**config.mk**
```make
export PLATFORM = sky130hd
export DESIGN_NAME = pin_entry_ctrl
export DESIGN_NICKNAME = d
export VERILOG_FILES = /design/src/rtl/pin_entry_ctrl.sv
export SDC_FILE = /design/constraint.sdc
export NUM_CORES = 1
export LEC_CHECK = 0
export CORE_MARGIN = 1
export CORE_UTILIZATION = 55
export DETAILED_ROUTE_END_ITERATION = 7
export PLACE_DENSITY = 0.83
export REMOVE_ABC_BUFFERS = 1
export SETUP_SLACK_MARGIN = 0.05
export SYNTH_ARGS = -nofsm -noshare
export SYNTH_HDL_FRONTEND = slang
export SYNTH_SLANG_ARGS = --single-unit
```
**constraint.sdc**
```tcl
create_clock -name clk -period 2.73 [get_ports clk]
set_input_delay 0.4095 -clock clk [delete_from_list [all_inputs] [get_ports clk]]
set_output_delay 0.4095 -clock clk [all_outputs]
set_load 0.05 [all_outputs]
```
**src/rtl/pin_entry_ctrl.sv**
```systemverilog
// Keypad PIN sequencer: buffers digit keys, checks them against a programmable PIN,
// enforces a retry limit with timed lockout and supports PIN re-programming.
module pin_entry_ctrl #(
    parameter int PIN_DIGITS     = 4,
    parameter int MAX_TRIES      = 3,
    parameter int LOCKOUT_CYCLES = 64,
    parameter int TIMEOUT_CYCLES = 32,
    parameter logic [4*PIN_DIGITS-1:0] DEFAULT_PIN = 16'h1234
) (
    input  logic clk,
    input  logic rst,
    input  logic key_valid,
    input  logic [3:0] key_code,
    input  logic prog_en,
    output logic pin_correct,
    output logic pin_wrong,
    output logic pin_changed,
    output logic locked_out,
    output logic [$clog2(MAX_TRIES+1)-1:0] tries_left,
    output logic [$clog2(PIN_DIGITS+1)-1:0] digit_count
);
    localparam int BW = 4 * PIN_DIGITS;
    localparam int TW = $clog2(MAX_TRIES + 1);
    localparam int DW = $clog2(PIN_DIGITS + 1);
    localparam int LW = $clog2(LOCKOUT_CYCLES + 1);
    localparam int IW = $clog2(TIMEOUT_CYCLES + 1);

    localparam logic [3:0] KEY_CANCEL = 4'hE;
    localparam logic [3:0] KEY_ENTER  = 4'hF;

    typedef enum logic [2:0] {IDLE, ENTRY, CHECK, LOCKOUT, NEWPIN} state_t;

    state_t        state;
    logic [BW-1:0] pin_reg;
    logic [BW-1:0] buffer;
    logic          overflow;
    logic [LW-1:0] lock_cnt;
    logic [IW-1:0] idle_cnt;
    logic          change_pend;
    logic          is_digit;
    logic          full;
    logic          match;

    assign is_digit = key_valid && (key_code <= 4'd9);
    assign full     = (digit_count == DW'(PIN_DIGITS));
    assign match    = full && !overflow && (buffer == pin_reg);

    always_ff @(posedge clk) begin
        if (rst) begin
            state       <= IDLE;
            pin_reg     <= DEFAULT_PIN;
            buffer      <= '0;
            overflow    <= 1'b0;
            lock_cnt    <= '0;
            idle_cnt    <= '0;
            change_pend <= 1'b0;
            pin_correct <= 1'b0;
            pin_wrong   <= 1'b0;
            pin_changed <= 1'b0;
            locked_out  <= 1'b0;
            tries_left  <= TW'(MAX_TRIES);
            digit_count <= '0;
        end else begin
            pin_correct <= 1'b0;
            pin_wrong   <= 1'b0;
            // pin_changed trails the pin_reg commit by one cycle
            pin_changed <= change_pend;
            change_pend <= 1'b0;

            case (state)
                IDLE: begin
                    if (is_digit) begin
                        buffer      <= BW'(key_code);
                        digit_count <= DW'(1);
                        overflow    <= 1'b0;
                        idle_cnt    <= '0;
                        state       <= ENTRY;
                    end
                end

                ENTRY, NEWPIN: begin
                    if (is_digit) begin
                        idle_cnt <= '0;
                        if (full) begin
                            overflow <= 1'b1;
                        end else begin
                            buffer      <= (buffer << 4) | BW'(key_code);
                            digit_count <= digit_count + DW'(1);
                        end
                    end else if (key_valid && key_code == KEY_CANCEL) begin
                        buffer      <= '0;
                        digit_count <= '0;
                        overflow    <= 1'b0;
                        state       <= IDLE;
                    end else if (key_valid && key_code == KEY_ENTER) begin
                        if (state == ENTRY) begin
                            state <= CHECK;
                        end else begin
                            if (full && !overflow) begin
                                pin_reg     <= buffer;
                                change_pend <= 1'b1;
                            end
                            buffer      <= '0;
                            digit_count <= '0;
                            overflow    <= 1'b0;
                            state       <= IDLE;
                        end
                    end else if (idle_cnt == IW'(TIMEOUT_CYCLES - 1)) begin
                        buffer      <= '0;
                        digit_count <= '0;
                        overflow    <= 1'b0;
                        state       <= IDLE;
                    end else begin
                        idle_cnt <= idle_cnt + IW'(1);
                    end
                end

                CHECK: begin
                    buffer      <= '0;
                    digit_count <= '0;
                    overflow    <= 1'b0;
                    idle_cnt    <= '0;
                    if (match) begin
                        pin_correct <= 1'b1;
                        tries_left  <= TW'(MAX_TRIES);
                        state       <= prog_en ? NEWPIN : IDLE;
                    end else begin
                        pin_wrong <= 1'b1;
                        if (tries_left <= TW'(1)) begin
                            tries_left <= '0;
                            lock_cnt   <= LW'(LOCKOUT_CYCLES);
                            locked_out <= 1'b1;
                            state      <= LOCKOUT;
                        end else begin
                            tries_left <= tries_left - TW'(1);
                            state      <= IDLE;
                        end
                    end
                end

                LOCKOUT: begin
                    // exit on the count of 1 so locked_out stays high exactly LOCKOUT_CYCLES cycles
                    if (lock_cnt <= LW'(1)) begin
                        lock_cnt   <= '0;
                        locked_out <= 1'b0;
                        tries_left <= TW'(MAX_TRIES);
                        state      <= IDLE;
                    end else begin
                        lock_cnt <= lock_cnt - LW'(1);
                    end
                end

                default: state <= IDLE;
            endcase
        end
    end
endmodule

```
# [Yosys cells after proc, flatten, opt, wreduce, memory -nomap -nowiden]
# Index checks and enable logic that the tools add are counted.
[op_classes] n_addsub=4 multipliers=0 div_mod_pow=0 magnitude_cmp=3 eq_ne=22 shift=0 muxes=54 bitwise_logic=7 reduce_logical=20
[op_table] op="$mux W16" n=7
[op_table] op="$pmux W16 S3" n=1
[op_table] op="$mux W3" n=13
[op_table] op="$mux W6" n=5
[op_table] op="$mux W7" n=3
[op_table] op="$pmux W6 S3" n=1
[op_table] op="$eq A16 B16 Y1" n=1
[op_table] op="$or A16 B4 Y16" n=1
[op_table] op="$ne A3 B3 Y1 const B" n=5
[op_table] op="$reduce_and A5 Y1" n=3
[op_table] op="$pmux W7 S2" n=1
[op_table] op="$mux W1" n=13
[op_table] op="$pmux W3 S4" n=1
[op_table] op="$mux W2" n=5
[op_table] op="$ne A2 B2 Y1 const B" n=5
[op_table] op="$ne A5 B5 Y1 const B" n=2
[op_table] op="$pmux W3 S3" n=1
[op_table] op="$eq A4 B4 Y1 const B" n=2
[op_table] op="$reduce_and A4 Y1" n=2
[op_table] op="$le A7 B1 Y1 const B" n=1
[op_table] op="$sub A7 B1 Y7 const B" n=1
[op_table] op="$add A6 B1 Y6 const B" n=1
[op_table] op="$eq A3 B2 Y1 const B" n=2
[op_table] op="$eq A3 B3 Y1 const B" n=2
[op_table] op="other kinds (21)" n=31
[totals] reg_bits=59 latchBits=0 ramBits=0 rom_bits=0 input_bits=8 out_inout_bits=9 wordCells=123 mem_count=0

# [Longest topological paths before layout]
[logic_depth] word_depth=6 mapped_depth=9 depth_no_buf=8

# [Worst setup path after synthesis]
# OpenSTA, ideal clock, no wires.
[synth_timing] path_type="register -> register" from="reg digit_count[0]" to="reg digit_count[0]" setup_time_ns=0.086 arrival_time_ns=2.003 required_time_ns=2.644 setup_slack_ns=0.641 path_stages_with_launch=8 path_buffers=1 synth_period_minus_slack_ns=2.089 path_cell_list="dfxtp_1 -> inv_1 -> ha_1 -> and2_1 -> a32oi_2 -> nand2_2 -> buf_4 -> a211oi_1"
[synth_between] elab_chain_len=4 elab_cells_between_ends=7 classes_between="add/sub (1); eq/ne (2); mux (3); reduce/logical (1)"
[synth_lines] element="start, declared" line="20" text="output logic [$clog2(PIN_DIGITS+1)-1:0] digit_count"
[synth_lines] element="start signal, assigned" line="88" text="digit_count <= digit_count + DW'(1);"
[synth_lines] element="$add A3 B1 Y3" line="88"
[synth_lines] element="$mux W3" line="84" text="if (full) begin"
[synth_lines] element="$mux W3" line="82" text="if (is_digit) begin"
[synth_lines] element="$pmux W3 S3" line="70" text="case (state)"
# Several ways; a longest one is shown, not always the timed one. The select of a mux whose other input is x is not followed.
# A chain may end at the register's enable or synchronous reset.

# [Final worst setup path]
[layout_timing] from="reg digit_count[0]" to="reg state[0]"
[layout_between] elab_chain_len=5
[layout_lines] element="$eq A3 B3 Y1" line="45" text="assign full = (digit_count == DW'(PIN_DIGITS));"
[layout_lines] element="$logic_and A1 B1 Y1 (2 in a row)" line="46" text="assign match = full && !overflow && (buffer == pin_reg);"
[layout_lines] element="$mux W3" line="123" text="if (match) begin"
[layout_lines] element="$pmux W3 S4" line="70"
[layout_lines] element="end signal, assigned" line="126" text="state <= prog_en ? NEWPIN : IDLE;"
[layout_lines] element="end, declared" line="33" text="state_t state;"
# No other way between the ends.

==> impl_metrics.yaml <==
routing:
  drt-initial-drc-count: 178
  drcViolationCount: 0
  wl_per_cell_um: 14.7
  drt-pass1-iter-count: 6
  vias: 2523
  finalWirelength_mm: 6.43
  vias_per_cell: 5.79
  final_antenna_net_count: 0
critical_path:
  crit_chain: "inv_1 -> ha_1 -> nand3b_1 -> nor4_1 -> nand4_1 -> nor2_1 -> nor2_1 -> a22o_1"
  arrival_ps: 2480
  slowest_delay_ps: 390
  crit_family: "simple AND/OR/NAND/NOR gates"
  cpMaxStageDelayCell: "nor2_1"
  crit_required_ps: 2970
  r2r_slack_ps: 480
  setup.worst_path.start_class: "flop"
  cp_num_buf_inv: 1
  crit_top_cell: "nor2_1"
  path_max_fanout: 6
  critical_path_class: "reg -> reg"
  critPathCaptureType: "flop"
clock_tree:
  post_cts_buffers: 0
  cts_inserted_buffers: 9
  ctsResizeCount: 0
  cts_sinks: 59
  clk_pin_slew_ps: 70
  htree_levels: 3
  cts.path.max_buffers: 2
  holdBufCountCts: 0
  cts_root_buf: "clkbuf_8"
  insertion_delay_ps: 350
  cts_tree: "built"
timing:
  setup_viol_count_final: 0
  slew_violations: 0
  rsz0062_at_grt: "no"
  maxSlewHeadroom: 0.574
  min_period_ps: 2250
  finalClockSkew_ps: 7.96
  fmax_mhz: 445
  tns_ps: 0
  worst_slew_pin_slew_ps: 638
  fin_crit_sh: 0.823
  hold_viol: 0
pwr:
  netSwitchingPower_mw: 0.476
  combPwrFrac: 0.097
  ir_worst_vdd_v: 0.000336
  sw_frac_of_total: 0.265
  seqPwrFrac: 0.500
  leakage_nw: 1.23
  p_clk_frac: 0.403
  p_int_mw: 1.32
  p_per_area_mw_per_mm2: 539
floorplanning:
  die_w_um: 74.8
  start_util: 0.571
  row_count: 26
  coreArea_mm2: 0.00511
  pin_count: 17
  fp.dieArea_mm2: 0.00559
  die_y_um: 74.8
synth:
  yosys_warnings: 0
  yosysSeqAreaShare: 0.405
  ys_ff_latch: 59
  yosysTopAreaCell: "dfxtp_1"
  synth_cell_types: 54
  synth_edf_count: 0
  synth_top_area_share: 0.405
  yosys_most_used_dff: "dfxtp_1"
  syn_avg_cell_area_um2: 8.57
  syn_area_mm2: 0.00291
  ys_top_cells_by_area: "dfxtp_1, mux2i_1, xor2_1, nor2_1, a21oi_1"
  synthCells: 340
  postSynth.asyncResetShare: 0
run_status:
  outcome: "finished, final reports clean"
placed_design:
  gp_congestion: 0.825
  placed_area_mm2: 0.00315
  dp_hpwl_mm: 4.48
  portBuffers: 16
worst_hold_path:
  min_path_type: "reg -> reg"
final_layout:
  layout-area-overhead-vs-synth_pct: 14.1
  final_common_cell: "dfxtp_1"
  seqCellArea_mm2: 0.00118
  layout.cells.most_common_list: "dfxtp_1, nor2_1, nand2_1"
  layout-drive-gt1-share: 0.107
  n_fill_cell: 426
  design_area_mm2: 0.00333
  fin_nets: 374
  diodes: 0
  multiInputGateArea_mm2: 0.00162
grt:
  grt_max_degree: 20
  grt_usage: 0.246
  grt_remaining_overflow: 0
  antenna_found_initial: 0
  grt_pass1_wl_mm: 10.2
  grt_pass1_vias: 2176
run:
  maxCapViolations: 0
[per-stage QoR]
step	utilization	setup slack [ps]	hold WS [ps]	std cells	power (mW)
final	0.651	482	442	436	1.79
after global routing	0.651	379	464	436	1.86
after CTS	0.651	491	446	436	1.80
after detailed placement	0.616	310	429	420	1.09
after global placement	0.616	380	419	420	1.08
after floorplan	-	429	414	325	1.02
[layer usage]
layer / part of all wire / global-route usage / up-vias
li1: - / - / 1246
met1: 0.46 / 0.321 / 1193
met2: 0.47 / 0.381 / 69
met3: 0.048 / 0.0643 / 15
met4: 0.024 / 0.113 / 0
met5: 0 / 0 / -
[power groups by stage]
stage               sequential [mW]  combinational, mW  clock, mW
finish                        0.896              0.174      0.724
global route                  0.899              0.188      0.773
CTS                           0.896              0.173      0.729
detailed placement            0.915              0.171          0
global placement              0.915              0.168          0
floorplan                     0.919             0.0968          0
[cells by family (layout without fill, tap and decap cells)]
group / after synthesis / after routing / share of synthesized area
AO/OA/AOI/OAI: 65 / 65 / 0.146
XOR/XNOR: 24 / 24 / 0.0747
adder cells (fa/ha/maj): 5 / 5 / 0.0215
buffers and inverters: 24 / 50 / 0.0404
flip-flops: 59 / 59 / 0.405
multiplexers: 19 / 19 / 0.0653
AND/OR/NAND/NOR: 144 / 144 / 0.247
[worst register-to-register path, cell delays in order, from the launching register on]
cell,delay [ps]
dfxtp_1,350
inv_1,90
ha_1,200
nand3b_1,180
nor4_1,310
nand4_1,190
nor2_1,390
nor2_1,200
a22o_1,230
[path summary, 6_finish.rpt]
check                  from     endpoint  cells past startpoint
max          digit_count[0]     state[0]                      8
min             change_pend  pin_changed                      1
max reg2reg  digit_count[0]     state[0]                      8
min reg2reg     change_pend  pin_changed                      1
[area by class of cell]
cell class              count  share of cell area
flip-flops and latches     59               0.355
clock inverters             4             0.00752
inverters                   9              0.0102
multi-input cells         257               0.486
well taps                  70              0.0263
clock buffers              12              0.0467
repair buffers             25              0.0685
[cell usage after synthesis (2+ instances only)]
cell / count
ha_1: 5
a211oi_1: 3
nand2_1: 36
or3_1: 2
inv_1: 9
xnor2_1: 2
nand3b_1: 4
nor2_1: 40
clkbuf_1: 7
buf_4: 7
nand4_1: 5
o211ai_1: 2
or2_2: 2
nor4_1: 7
dfxtp_1: 59
and2_1: 4
nor2b_1: 2
o22ai_1: 3
o21ai_0: 6
a31oi_1: 2
nor3_1: 7
a311oi_1: 2
and3_1: 5
a22oi_1: 2
a21oi_1: 28
mux2i_1: 19
nand3_1: 22
xor2_1: 21
o21ai_1: 2
Note: power is estimated with default switching activity, not from simulation.
